--- src/rtl/complex_as_mul_unit_if.sv ---
// complex_as_mul_unit_if: operand/result bus for the complex arithmetic unit.
interface complex_as_mul_unit_if #(parameter int PART_LEN = 8);
    logic [2*PART_LEN-1:0] a;
    logic [2*PART_LEN-1:0] b;
    logic [1:0]            control_sig;
    logic                  in_valid;
    logic [2*PART_LEN-1:0] res;
    logic                  out_valid;
    modport master (output a, b, control_sig, in_valid, input res, out_valid);
    modport slave (input a, b, control_sig, in_valid, output res, out_valid);
endinterface

--- src/rtl/complex_as_mul_unit.sv ---
// complex_as_mul_unit: registered complex add/sub/multiply, one-cycle latency.
// Define CPLX_SATURATE_EN to clamp each result part instead of wrapping.
module complex_as_mul_unit #(
    parameter int PART_LEN = 8
) (
    input logic clk,
    input logic rstn,
    complex_as_mul_unit_if.slave bus
);
    localparam int P = PART_LEN;
    localparam int W = 2*P+1;
`ifdef CPLX_SATURATE_EN
    localparam bit SAT = 1'b1;
`else
    localparam bit SAT = 1'b0;
`endif
    logic signed [P-1:0] ar, ai, br, bi;
    logic signed [2*P-1:0] ar_x, ai_x, br_x, bi_x;
    logic signed [2*P-1:0] p_rr, p_ii, p_ri, p_ir;
    logic [W-1:0] mul_re, mul_im, sum_re, sum_im;
    logic [P:0] br_n, bi_n, as_re, as_im;
    logic [2*P-1:0] next_res;
    assign ar = bus.a[2*P-1:P];
    assign ai = bus.a[P-1:0];
    assign br = bus.b[2*P-1:P];
    assign bi = bus.b[P-1:0];
    assign ar_x = {{P{ar[P-1]}}, ar};
    assign ai_x = {{P{ai[P-1]}}, ai};
    assign br_x = {{P{br[P-1]}}, br};
    assign bi_x = {{P{bi[P-1]}}, bi};
    assign p_rr = ar_x * br_x;
    assign p_ii = ai_x * bi_x;
    assign p_ri = ar_x * bi_x;
    assign p_ir = ai_x * br_x;
    assign mul_re = {p_rr[2*P-1], p_rr} - {p_ii[2*P-1], p_ii};
    assign mul_im = {p_ri[2*P-1], p_ri} + {p_ir[2*P-1], p_ir};
    // One guard bit keeps -(-2^(P-1)) representable on subtract
    assign br_n = bus.control_sig[0] ? -{br[P-1], br} : {br[P-1], br};
    assign bi_n = bus.control_sig[0] ? -{bi[P-1], bi} : {bi[P-1], bi};
    assign as_re = {ar[P-1], ar} + br_n;
    assign as_im = {ai[P-1], ai} + bi_n;
    assign sum_re = bus.control_sig[1] ? {{P{as_re[P]}}, as_re} : mul_re;
    assign sum_im = bus.control_sig[1] ? {{P{as_im[P]}}, as_im} : mul_im;
    function automatic logic [P-1:0] fit(input logic [W-1:0] v);
        return (SAT && !(&v[W-1:P-1]) && (|v[W-1:P-1]))
            ? (v[W-1] ? {1'b1, {(P-1){1'b0}}} : {1'b0, {(P-1){1'b1}}})
            : v[P-1:0];
    endfunction
    assign next_res = {fit(sum_re), fit(sum_im)};
    always_ff @(posedge clk or negedge rstn) begin
        if (!rstn) begin
            bus.res       <= '0;
            bus.out_valid <= 1'b0;
        end else begin
            bus.out_valid <= bus.in_valid;
            if (bus.in_valid) bus.res <= next_res;
        end
    end
endmodule

--- src/flat_wrapper.sv ---
// flat-port wrapper written by rule: the top's interface ports become plain ports
module complex_as_mul_unit_flat 
#(
    parameter int PART_LEN = 8
)
  (clk, rstn, bus_a, bus_b, bus_control_sig, bus_in_valid, bus_res, bus_out_valid);
  complex_as_mul_unit_if #(.PART_LEN(PART_LEN)) bus_i ();
  input logic clk;
  input logic rstn;
  input wire logic [$bits(bus_i.a)-1:0] bus_a;
  input wire logic [$bits(bus_i.b)-1:0] bus_b;
  input wire logic [$bits(bus_i.control_sig)-1:0] bus_control_sig;
  input wire logic [$bits(bus_i.in_valid)-1:0] bus_in_valid;
  output wire logic [$bits(bus_i.res)-1:0] bus_res;
  output wire logic [$bits(bus_i.out_valid)-1:0] bus_out_valid;
  assign bus_i.a = bus_a;
  assign bus_i.b = bus_b;
  assign bus_i.control_sig = bus_control_sig;
  assign bus_i.in_valid = bus_in_valid;
  assign bus_res = bus_i.res;
  assign bus_out_valid = bus_i.out_valid;
  complex_as_mul_unit #(.PART_LEN(PART_LEN)) u_core (.clk(clk), .rstn(rstn), .bus(bus_i));
endmodule
--- config.mk ---
export PLATFORM = sky130hd
export DESIGN_NAME = complex_as_mul_unit_flat
export DESIGN_NICKNAME = d
export VERILOG_FILES = /design/src/rtl/complex_as_mul_unit_if.sv /design/src/rtl/complex_as_mul_unit.sv /design/src/flat_wrapper.sv
export SDC_FILE = /design/constraint.sdc
export NUM_CORES = 1
export LEC_CHECK = 0
export ABC_AREA = 1
export CAP_MARGIN = 10
export CORE_UTILIZATION = 45
export DETAILED_ROUTE_END_ITERATION = 10
export PLACE_DENSITY = 0.73
export SYNTH_ARGS = -nofsm -noshare
export SYNTH_HDL_FRONTEND = slang
export SYNTH_SLANG_ARGS = --single-unit
export TNS_END_PERCENT = 30
--- constraint.sdc ---
create_clock -name clk -period 0.8 [get_ports clk]
set_clock_uncertainty 0.05 [all_clocks]
set_input_delay 0.12 -clock clk [delete_from_list [all_inputs] [get_ports clk]]
set_output_delay 0.12 -clock clk [all_outputs]
set_load 0.03 [all_outputs]
# After elaboration in Yosys (flattened, before gate mapping)

Cells that the tools add are included.

Bits in registers: 17
Bits of input ports: 37
Output and inout bits: 17
Logic and storage cells: 16

$add $sub $neg: 6
$mul: 4
Muxes and demuxes: 4

Operator list:

| operator                  | number |
|---|---|
| multiplier 8 x 8 -> 8 bit | 4 |
| 2-to-1 mux 8 bit          | 4 |
| adder 8 bit               | 3 |
| negator 8 bit             | 2 |
| subtractor 8 bit          | 1 |

# Logic depth before layout (Yosys ltp)

Gate-level depths: netlist (run 1).

Depth after elaboration: 4
Gate-level depth with buffers: 28
Gate-level depth less buffers: 26

# Least setup slack after synthesis (run 1)

Ideal clock, no wire load.

Kind: input -> register
From: in bus_b[2]
To: reg u_core.bus.res[7]
Setup time: 0.077 ns
Data arrival time: 4.798 ns
Required time: 0.673 ns
Setup slack: -4.125 ns
Stages on the path: 27
Path buffers: 2
Cells stage by stage: clkbuf_2 clkbuf_1 nand2_1 inv_1 fa_1 inv_1 fa_1 inv_1 fa_1 fa_1 inv_1 fa_1 fa_1 inv_1 ha_1 nand2_1 nor2_1 nand2_1 o211ai_1 inv_1 nand2_1 nand2_1 inv_1 nand3_1 nand3_1 nand3_1 a21oi_1

Word-level cells in the longest chain between the ends: 4
Elaborated cells between the ends (all ways): 6
Classes of those cells: 3 x add/sub; 1 x mul; 2 x mux

RTL lines:

| element                                                           | line                         | text |
|---|---|---|
| from (decl)                                                       | flat_wrapper.sv:11           | `input wire logic [$bits(bus_i.b)-1:0] bus_b;` |
| branches (longest 3 deep; another with multiplier 8 x 8 -> 8 bit) | --                           |  |
| 2-to-1 mux 8 bit *                                                | complex_as_mul_unit.sv:43    | `assign sum_im = bus.control_sig[1] ? {{P{as_im[P]}}, as_im} : mul_im;` |
| to (signal assigned)                                              | complex_as_mul_unit.sv:56    | `if (bus.in_valid) bus.res <= next_res;` |
| to (decl)                                                         | complex_as_mul_unit_if.sv:10 | `modport slave (input a, b, control_sig, in_valid, output res, out_valid);` |

Mark *: on every way between the ends.
A chain may end at the register's enable or synchronous reset.

# Worst setup path after layout (run 1)

From: in bus_a[11]
To: reg u_core.bus.res[7]

Word-level cells in the longest chain between the ends: 3

RTL lines:

| element                   | line                      | text |
|---|---|---|
| from (decl)               | flat_wrapper.sv:10        | `input wire logic [$bits(bus_i.a)-1:0] bus_a;` |
| multiplier 8 x 8 -> 8 bit | complex_as_mul_unit.sv:33 | `assign p_ri = ar_x * bi_x;` |
| adder 8 bit               | complex_as_mul_unit.sv:36 | `assign mul_im = {p_ri[2*P-1], p_ri} + {p_ir[2*P-1], p_ir};` |
| 2-to-1 mux 8 bit          | complex_as_mul_unit.sv:43 |  |

No other way between the ends.

==> results.md, run 1 <==
- Status: finished, violations left
- Failing checks: negative setup slack
- Clk_lat worst skew: 0.26 ns
- H-Tree Depth: 1
- MaxCap Viol Count: 0
- Slew Limit Fails: 0
- Synth Instances: 959
- Initial core utilization: 0.469
- ANT cells: 0
- Worst R2R Start: u_core.bus.res[6]
- CP endpoint: u_core.bus.res[7]
- DRC Markers: 0
- Critical R2R Capture: u_core.bus.res[6]
- Final hold violations: 0
- Worst setup margin: -3.80 ns
- Clock Path Buffers: 2
- Finish-stage setup viols: 33
- Crit path from: bus_a[11]
- Worst slew margin: 0.622
- Leading area contributor after synthesis: fa_1
- Num CTS Buffers: 3
- First-pass GRT wire length: 33000 um
- I/O Pins: 54
- Tot GR Track Use: 0.292
- Synth area leaders: fa_1 20%, ha_1 18%, nand2_1 17%
- Post-synthesis adder-cell area fraction: 0.382
- Tot Pwr: about 24 mW
- Die area: 0.0146 mm^2
- Reg2Reg Depth: 2
- Grt peak-use layer: met2
- VDD IR max: 3110 uV
- Core Footprint: 0.0135 mm^2
- Layout cell share with drive strength beyond 1: 0.310
- Ys Warns: 0
- Type of origin of the critical path: input pin
- Synth Area in Simple Gates: 0.243
- Global Route met1 Usage: 0.379
- Complex-gate fraction of the synthesized area: 0.0630
- Largest family of logic cells by synthesized area: adder cells
- Mux cell area share after synthesis: 0
- Initial antenna violation count: 0
- Final HPWL DP: 15600 um
- Fmax: 0.217 GHz
- Via density: 5.12
- Root Buffer: clkbuf_16
- Setup Crit Path Kind: in -> reg
- Sink Count: 17
- Pin count of the biggest net entering global routing: 19
- Area taken by multi-input logic gates: roughly 0.0054 mm^2
- Xor/xnor cell area share of the yosys netlist: 0.0595
- GRT met2 Usage: 0.499
- Register area: 425 um^2
- Site row count: 42
- Area Growth Syn to Fin: 42.3%
- Antenna-violating nets left: 0
- Pre-Repair DR Iteration Count: 5
- WL/cell: between 15 and 20 um
- Synth Register Bits: 17
- CP Data Required Time: 0.93 ns
- Setup_tns: -42.55 ns
- Post-Route WL: 21500 um
- CP Max Fanout: 3
- WP data arrival: around 4.7 ns
- Syn Nets: 1151
- Sequential element share of the synthesized area: 0.0672
- GR Util met3: 0.0297
- Vias in the first global route: 6653
- Post-Syn Area per Cell: 6.61 um^2
- Die X: 121 um
- Hold_ws: 0.142 ns
- GP Congestion: 0.901
- Fin crit share: 5.75
- Synth top area share: 0.202
- Die H: 121 um
- Flop-to-flop setup slack: 0.06 ns
- Pre-CTS WS: -4.52 ns
- RSZ-0062 raised after global routing: true
- Gr ovfl total: 0
- Slew at the pin closest to its max-slew limit: 0.567 ns
- Utilization after layout: 0.668
- Cell mode on critical path: fa_1
- Vias: 6746
- Final min period: 4.60 ns
- LEAKAGE: roughly 5.3 nW
- Slowest Stage Delay on Critical Path: 0.56 ns
- CTS tree: yes
- PortBufs: 53
- Worst Hold Class: in -> async
- Yosys cell types: 33
- Worst setup EP type: flop
- Slowest CP cell: fa_1
- Fill cells: 1060
- Clock slew at reported path FFs: 0.07 ns
- Cell Area, Synth: 0.00633 mm^2
- Nets: 1334
- DR iter-0 viols: 505
- Pwr dens: about 2600 mW/mm^2
cells by family after synthesis:
logic type               count (synthesis)
buffers and inverters                  295
XOR/XNOR                                43
flip-flops                              17
AND/OR/NAND/NOR                        377
adder cells (fa/ha/maj)                155
AO/OA/AOI/OAI                           72
placed cells by master, fill, tap and decap left out, types with 29 or more instances in the layout:
| cell type | instances |
|---|---|
| nand2_1 | 257 |
| inv_1 | 211 |
| buf_4 | 123 |
| ha_1 | 56 |
| buf_6 | 55 |
| fa_1 | 53 |
| nand3_1 | 48 |
| inv_2 | 46 |
| ha_4 | 33 |
| xor2_1 | 30 |
| nand2_2 | 29 |
worst max-delay path, delay by kind of cell:
| family | cells | cell delay [ns] |
|---|---|---|
| buffers and inverters | 7 | 0.41 |
| adders and majority gates | 7 | 3.26 |
| AOI/OAI and AO/OA | 2 | 0.22 |
| and+or+nand+nor | 10 | 0.72 |
sequential cells by signal, indices dropped and copies added, names as in the netlist:
| name | flops |
|---|---|
| u_core.bus.out_valid | 1 |
| u_core.bus.res | 16 |
synthesized netlist by cell type:
library cell,count
nand2_1,284
inv_1,254
ha_1,91
fa_1,64
nand3_1,53
o21ai_0,31
xor2_1,31
a21oi_1,21
nor2_1,19
clkbuf_1,17
dfrtp_1,17
xnor2_1,12
a31oi_1,9
buf_2,7
nand4_1,7
buf_4,5
buf_6,5
nand2_2,5
o211ai_1,5
clkbuf_2,3
inv_2,3
or2_2,3
a2bb2oi_1,2
o31ai_1,2
a21o_1,1
and2_1,1
buf_1,1
nand2b_1,1
nand3_2,1
nand3b_1,1
nor3_1,1
o21ai_1,1
or2_1,1
metal layers:
layer / vias to the layer above / share of wire
li1: 3212 / -
met1: 3121 / 0.39
met2: 337 / 0.48
met3: 76 / 0.080
met4: 0 / 0.044
met5: - / 0
cell type report:
cell class,count,area share
repair buffers,216,0.216
clock inverters,1,0.000833
clock buffers,3,0.00833
well taps,176,0.0244
inverters,257,0.107
multi-input cells,647,0.596
flip-flops and latches,17,0.0472
power breakdown:
part / total [mW] / internal (mW) / switching (mW) / leakage, nW
clock network: 1.10 / 0.677 / 0.422 / 0.0371
logic: 21.1 / 10.2 / 10.9 / 5.03
registers: 1.41 / 1.17 / 0.247 / 0.199
metrics by stage:
step | cells | cell area [um^2]
after detailed placement | 1278 | 7880
after CTS | 1308 | 8770
after global placement | 1278 | 7880
final | 1317 | 9010
after floorplan | 959 | 6440
after global routing | 1317 | 9010
worst min path at each step:
| stage | startpoint | end | slack [ns] | cells past startpoint |
|---|---|---|---|---|
| 2_1_floorplan | rstn | u_core.bus.out_valid | -0.23 | 0 |
| 3_3_place_gp | rstn | u_core.bus.res[13] | 0.42 | 2 |
| 3_5_place_dp | rstn | u_core.bus.res[14] | 0.42 | 2 |
| 4_1_cts | rstn | u_core.bus.res[14] | 0.15 | 2 |
| 5_1_grt | rstn | u_core.bus.res[14] | 0.16 | 2 |
| 6_report | rstn | u_core.bus.res[14] | 0.14 | 2 |
what timing repair did:
item                                    4_1_cts  5_1_grt
hold endpoints to repair                      0        0
pin swaps                                    77       74
buffers inserted                             27       15
endpoints found under the setup margin       33       33
resized for setup                           246       93
hold buffers                                  0        0
Note: power is estimated with default switching activity, not from simulation.
==> run 2: changes to the inputs <==
--- a/config.mk
+++ b/config.mk
@@ -9,7 +9,7 @@
 export CAP_MARGIN = 10
 export CORE_UTILIZATION = 45
 export DETAILED_ROUTE_END_ITERATION = 10
-export PLACE_DENSITY = 0.73
+export PLACE_DENSITY = 0.72
 export SYNTH_ARGS = -nofsm -noshare
 export SYNTH_HDL_FRONTEND = slang
 export SYNTH_SLANG_ARGS = --single-unit
==> run 2 against run 1 <==
Against the previous run:
- the run still ends with negative setup slack left
- critical path depth grew 1
- total power grew 2.2%
- register-to-register slack got worse by 0.03 ns
- maximum frequency fell by 1.4%
- first-iteration DRC count up 11%
- flip-flop and latch count is the same
- count of clock-buffer cells in the layout is the same
- sequential power about the same
- largest power group unchanged
- core utilization grew 0.60 points
- hold slack gained 0.016 ns
- highest routed layer unchanged
==> results.md, run 2 (same netlist as run 1, synthesis figures left out) <==
- Final min period: 4.67 ns (+0.0660 ns)
- CP Max Fanout: 3 (unchanged)
- Clock slew at reported path FFs: 0.05 ns (-0.02 ns)
- Most frequent cells in the layout: 256 x nand2_1, 216 x inv_1, 122 x buf_4
- Post-DP Area: 0.00786 mm^2 (-0.25%)
- Worst setup margin: -3.87 ns (-0.0660 ns)
- CTS tree: yes
- Die X: 121 um (unchanged)
- Site row count: 42 (unchanged)
- RSZ-0062 raised after global routing: true
- Failing checks: negative setup slack
- Antenna-violating nets left: 0 (unchanged)
- Worst setup EP type: flop
- Worst Hold Class: in -> async
- Fin cells: 1315 (-0.15%)
- Final hold violations: 0 (unchanged)
- Nets: 1332 (-0.15%)
- Clk_lat worst skew: 0.24 ns (-0.02 ns)
- Die H: 121 um (unchanged)
- Initial core utilization: 0.469 (unchanged)
- Most common cell after layout, fill and taps aside: nand2_1
- Design Area, Final: 0.00910 mm^2 (+0.90%)
- Root Buffer: clkbuf_16
- WL/cell: 15.6 um (-4.7%)
- Pin count of the biggest net entering global routing: 19 (unchanged)
- Clock Path Buffers: 2 (unchanged)
- GP Congestion: 0.934 (+3.7%)
- Fmax: 0.214 GHz (-1.4%)
- Fill cells: 1045 (-1.4%)
- Crit path from: bus_a[11]
- Hold buffers post-CTS: 0 (unchanged)
- Max reg flops: 16 (unchanged)
- Pre-Repair DR Iteration Count: 5 (unchanged)
- CP bufs+invs: 8 (+1)
- Gr ovfl total: 0 (unchanged)
- Cell mode on critical path: fa_1
- DR iter-0 viols: 559 (+11%)
- Slew at the pin closest to its max-slew limit: 0.619 ns (+0.0527 ns)
- Vias in the first global route: 6657 (+0.060%)
- Core Footprint: 0.0135 mm^2 (unchanged)
- Setup_tns: -41.84 ns (+0.711 ns)
- Top flop regs: u_core.bus.res x16, u_core.bus.out_valid x1
- DP Cell Count: 1277 (-0.078%)
- Area Growth Syn to Fin: 43.6%
- Num CTS Buffers: 3 (unchanged)
- First-pass GRT wire length: 32100 um (-2.8%)
- Slowest CP cell: fa_1
- Vias: 6703 (-0.64%)
- VDD IR max: 3180 uV (+2.4%)
- ANT cells: 0 (unchanged)
- Utilization after layout: 0.674 (+0.00602)
- Sink Count: 17 (unchanged)
- H-Tree Depth: 1 (unchanged)
- Die area: 0.0146 mm^2 (unchanged)
- Tot GR Track Use: 0.284 (-0.00798)
- Post-Route WL: 20500 um (-4.9%)
- Via density: 5.10 (-0.49%)
- Worst R2R Start: u_core.bus.res[15]
- LEAKAGE: 5.26 nW (about the same)
- Finish-stage setup viols: 33 (unchanged)
- Setup Crit Path Kind: in -> reg
- Initial antenna violation count: 0 (unchanged)
- I/O Pins: 54 (unchanged)
- DRC Markers: 0 (unchanged)
- Fin crit share: 5.84 (+0.0825)
- Pwr dens: 2660 mW/mm^2 (+1.3%)
- Slew Limit Fails: 0 (unchanged)
- MaxCap Viol Count: 0 (unchanged)
- Type of origin of the critical path: input pin
- Top reg by flops: u_core.bus.res
- WP data arrival: 4.75 ns (+0.02 ns)
- Final HPWL DP: 15300 um (-2.0%)
- Status: finished, violations left
- Layout cell share with drive strength beyond 1: 0.315 (+0.00493)
- PortBufs: 53 (unchanged)
- CP Data Required Time: 0.88 ns (-0.05 ns)
- Crit path max-delay family: adder cells
- Worst slew margin: 0.587 (-0.0352)
- Slowest Stage Delay on Critical Path: 0.59 ns (+0.03 ns)
-- run 2: power by group --
part,internal (mW),switching (mW)
sequential,1.17,0.243
clock,0.668,0.323
combinational,10.3,11.4
-- run 2: stage by stage --
step	setup slack [ns]	hold slack, ns	power, mW
CTS	-3.89	0.161	21.3
floorplan	-3.92	-0.226	12.0
detailed placement	-4.49	0.422	17.0
finish	-3.87	0.159	24.2
global placement	-4.38	0.418	16.5
global route	-4.10	0.177	26.4
-- run 2: area by class of cell --
cell class	count	area, um^2	area share
Sequential cell	17	425	0.0468
Clock buffer	3	75.1	0.00825
Inverter	257	967	0.106
Multi-Input combinational cell	647	5460	0.600
Timing Repair Buffer	214	1940	0.213
Tap cell	176	220	0.0242
Clock inverter	1	5.00	0.000550
-- run 2: what timing repair did --
item,in CTS,in global routing
pin swaps,76,72
cloned,2,0
gates resized for setup,260,94
setup endpoints to repair,33,33
buffers inserted,24,12
-- run 2: final timing paths --
path / depth (start not counted) / slack (ns) / to
worst max-delay path: 27 / -3.87 / u_core.bus.res[7]
worst min-delay path: 2 / 0.16 / u_core.bus.res[3]
worst max register to register: 2 / 0.03 / u_core.bus.res[15]
worst min register to register: 2 / 0.47 / u_core.bus.res[9]
max in group asynchronous: 2 / 0.42 / u_core.bus.res[9]
min in group clk: 2 / 0.47 / u_core.bus.res[9]
-- run 2: layer usage --
| metal | wire (um) | vias up | share of wire | track usage |
|---|---|---|---|---|
| met2 | 9770 | 298 | 0.48 | 0.486 |
| met3 | 1340 | 73 | 0.066 | 0.0259 |
| met5 | 0 | - | 0 | 0 |
| met1 | 8340 | 3115 | 0.41 | 0.368 |
| met4 | 1020 | 0 | 0.050 | 0.111 |
| li1 | - | 3217 | - | - |
==> run 3: changes to the inputs <==
--- a/config.mk
+++ b/config.mk
@@ -7,9 +7,9 @@
 export LEC_CHECK = 0
 export ABC_AREA = 1
 export CAP_MARGIN = 10
-export CORE_UTILIZATION = 45
+export CORE_UTILIZATION = 55
 export DETAILED_ROUTE_END_ITERATION = 10
-export PLACE_DENSITY = 0.72
+export PLACE_DENSITY = 0.84
 export SYNTH_ARGS = -nofsm -noshare
 export SYNTH_HDL_FRONTEND = slang
 export SYNTH_SLANG_ARGS = --single-unit
==> run 3 against run 2 <==
Against the previous run:
- the flow finishes with violations (design-rule violations, negative setup slack)
- sequential power about the same
- core utilization up 12 points
- maximum frequency down 4.0%
- critical endpoint unchanged
==> results.md, run 3 (same netlist as run 1, synthesis figures left out) <==
- Pint: 12.5 mW (+2.7%)
- Post-DP Area: 0.00770 mm^2 (-2.1%)
- Nets: 1307 (-1.9%)
- Pin count of the biggest net entering global routing: 18 (-1)
- CP Max Fanout: 3 (unchanged)
- Slowest CP cell: fa_1
- Cell mode on critical path: fa_1
- First-pass GRT wire length: 34000 um (+5.8%)
- Final HPWL DP: 15400 um (+0.85%)
- H-Tree Depth: 1 (unchanged)
- Comb power frac: 0.905 (+0.004)
- Post-Route WL: 28400 um (+39%)
- Type of origin of the critical path: input pin
- Clk_lat worst skew: 0.26 ns (+0.02 ns)
- Initial antenna violation count: 1 (+1)
- Final hold violations: 0 (unchanged)
- Num CTS Buffers: 3 (unchanged)
- VDD IR max: 3880 uV (+22%)
- Clock slew at reported path FFs: 0.06 ns (about the same)
- Switch Pwr: 13.8 mW (+15%)
- Layout cell share with drive strength beyond 1: 0.289 (-0.0261)
- Clock Path Buffers: 2 (unchanged)
- ANT cells: 0 (unchanged)
- CP bufs+invs: 5 (-3)
- PortBufs: 53 (unchanged)
- Vias in the first global route: 7149 (+7.4%)
- Worst slew margin: 0.531 (-0.0562)
- Final min period: 4.87 ns (+0.197 ns)
- Area Growth Syn to Fin: 38.7%
- Die area: 0.0120 mm^2 (-18%)
- WP data arrival: 5.00 ns (+0.25 ns)
- Sink Count: 17 (unchanged)
- Die H: 109 um (-9.4%)
- CTS tree: yes
- Pre-Repair DR Iteration Count: 11 (+6)
- Max reg flops: 16 (unchanged)
- Slowest Stage Delay on Critical Path: 0.61 ns (+0.02 ns)
- Clock share of power: 0.040 (about the same)
- Slew at the pin closest to its max-slew limit: 0.697 ns (+0.0776 ns)
- DRC Markers: 66 (+66)
- Fmax: 0.206 GHz (-4.0%)
- RSZ-0062 raised after global routing: true
- Status: finished, violations left
- Worst setup EP type: flop
- Share of power burned in registers: 0.055 (-0.003)
- Tot Pwr: 26.3 mW (+8.9%)
- Finish-stage setup viols: 33 (unchanged)
- Top reg by flops: u_core.bus.res
- WL/cell: 22.6 um (+45%)
- Vias: 7633 (+14%)
- Gr ovfl total: 0 (unchanged)
- DR iter-0 viols: 1269 (+130%)
- CP Data Required Time: 0.93 ns (+0.05 ns)
- Top flop regs: u_core.bus.res x16, u_core.bus.out_valid x1
- Failing checks: design-rule violations, negative setup slack
- Worst Hold Class: in -> async
- Initial core utilization: 0.574 (+0.105)
- Setup Crit Path Kind: in -> reg
- Fin crit share: 6.08 (+0.246)
- Pwr dens: 2990 mW/mm^2 (+13%)
- GP Congestion: 0.986 (+5.5%)
- Via density: 6.09 (+19%)
- Crit path max-delay family: adder cells
- Core Footprint: 0.0110 mm^2 (-18%)
- Sw Ratio: 0.525 (+0.0285)
- I/O Pins: 54 (unchanged)
- MaxCap Viol Count: 0 (unchanged)
- Crit path cell chain: buf_2 > nand2_2 > fa_1 > fa_1 > inv_2 > fa_1 > fa_1 > inv_1 > fa_1 > fa_1 > inv_2 > ha_4 > nand2_2 > nor2_1 > nand2_1 > o211ai_1 > nand3_1 > nand2_1 > inv_1 > nand3_2 > nand2_1 > nand2_1 > nand3_2 > a21oi_2
- Most frequent cells in the layout: 258 x nand2_1, 218 x inv_1, 100 x buf_4
- Slew Limit Fails: 0 (unchanged)
- Worst setup margin: -4.07 ns (-0.197 ns)
- Tot GR Track Use: 0.378 (+0.0945)
- Site row count: 38 (-9.5%)
- Most common cell after layout, fill and taps aside: nand2_1
- Die X: 109 um (-9.4%)
- Design Area, Final: 0.00879 mm^2 (-3.4%)
- Antenna-violating nets left: 0 (unchanged)
- LEAKAGE: 5.18 nW (-1.6%)
- Root Buffer: clkbuf_16
[run 3: cell count changes in the layout (fill, tap and decap cells not counted), sizes merged]
cell | previous run | this run
dlymetal6s2s | 0 | 2
clkdlybuf4s15 | 2 | 1
clkbuf | 4 | 5
buf | 199 | 175
dlygate4sd2 | 3 | 0
[run 3: path summary, 6_finish.rpt]
check,startpoint,to,slack (ns),depth (start not counted)
worst min-delay path,rstn,u_core.bus.res[14],0.15,2
worst min register to register,u_core.bus.res[1],u_core.bus.res[1],0.46,2
worst max-delay path,bus_a[9],u_core.bus.res[7],-4.07,24
worst max register to register,u_core.bus.res[7],u_core.bus.res[7],-0.02,2
min in group clk,u_core.bus.res[1],u_core.bus.res[1],0.46,2
max in group asynchronous,rstn,u_core.bus.res[4],0.42,2
[run 3: metal layers]
layer  share of wire  track usage
met1            0.31        0.426
met2            0.42        0.635
met3            0.15       0.0794
met4            0.12        0.273
met5         0.00042            0
[run 3: per-stage QoR]
stage                     setup slack [ns]  hold slack [ns]  utilization  std cells  TNS (ns)
after CTS                            -3.81            0.161        0.758       1249    -42.36
after floorplan                      -3.92           -0.226            -        959    -39.07
after global routing                 -4.23            0.166        0.797       1254    -47.27
after detailed placement             -4.50            0.423        0.698       1225    -52.20
after global placement               -4.39            0.419        0.698       1225    -51.28
final                                -4.07            0.146        0.797       1254    -45.86
[run 3: cell type report]
class / instances / area (um^2)
clock buffer: 3 / 75.1
tap: 140 / 175
sequential: 17 / 425
fill: 635 / 2240
clock inverter: 1 / 5.00
inverter: 257 / 975
timing repair buffer: 189 / 1730
multi-input combinational: 647 / 5410
[run 3: power by group through the flow]
stage                     Combinational, mW  Clock [mW]  Sequential (mW)
after detailed placement               15.5           0             1.37
after CTS                              18.6        1.01             1.42
after global routing                   25.0        1.08             1.47
after floorplan                        10.1           0             1.93
after global placement                 14.9           0             1.37
final                                  23.8        1.05             1.44
[run 3: timing repair]
item	4_1_cts	5_1_grt
pin swaps	70	84
hold buffers	0	0
buffers inserted	20	9
resized for setup	236	103
hold endpoints to repair	0	0
setup endpoints to repair	33	33
[run 3: worst reg2reg max path, delay by kind of cell (launching register included)]
kind,cells,cell delay (ns)
AND/OR/NAND/NOR,1,0.17
flip-flops,1,0.44
AO/OA/AOI/OAI,1,0.04
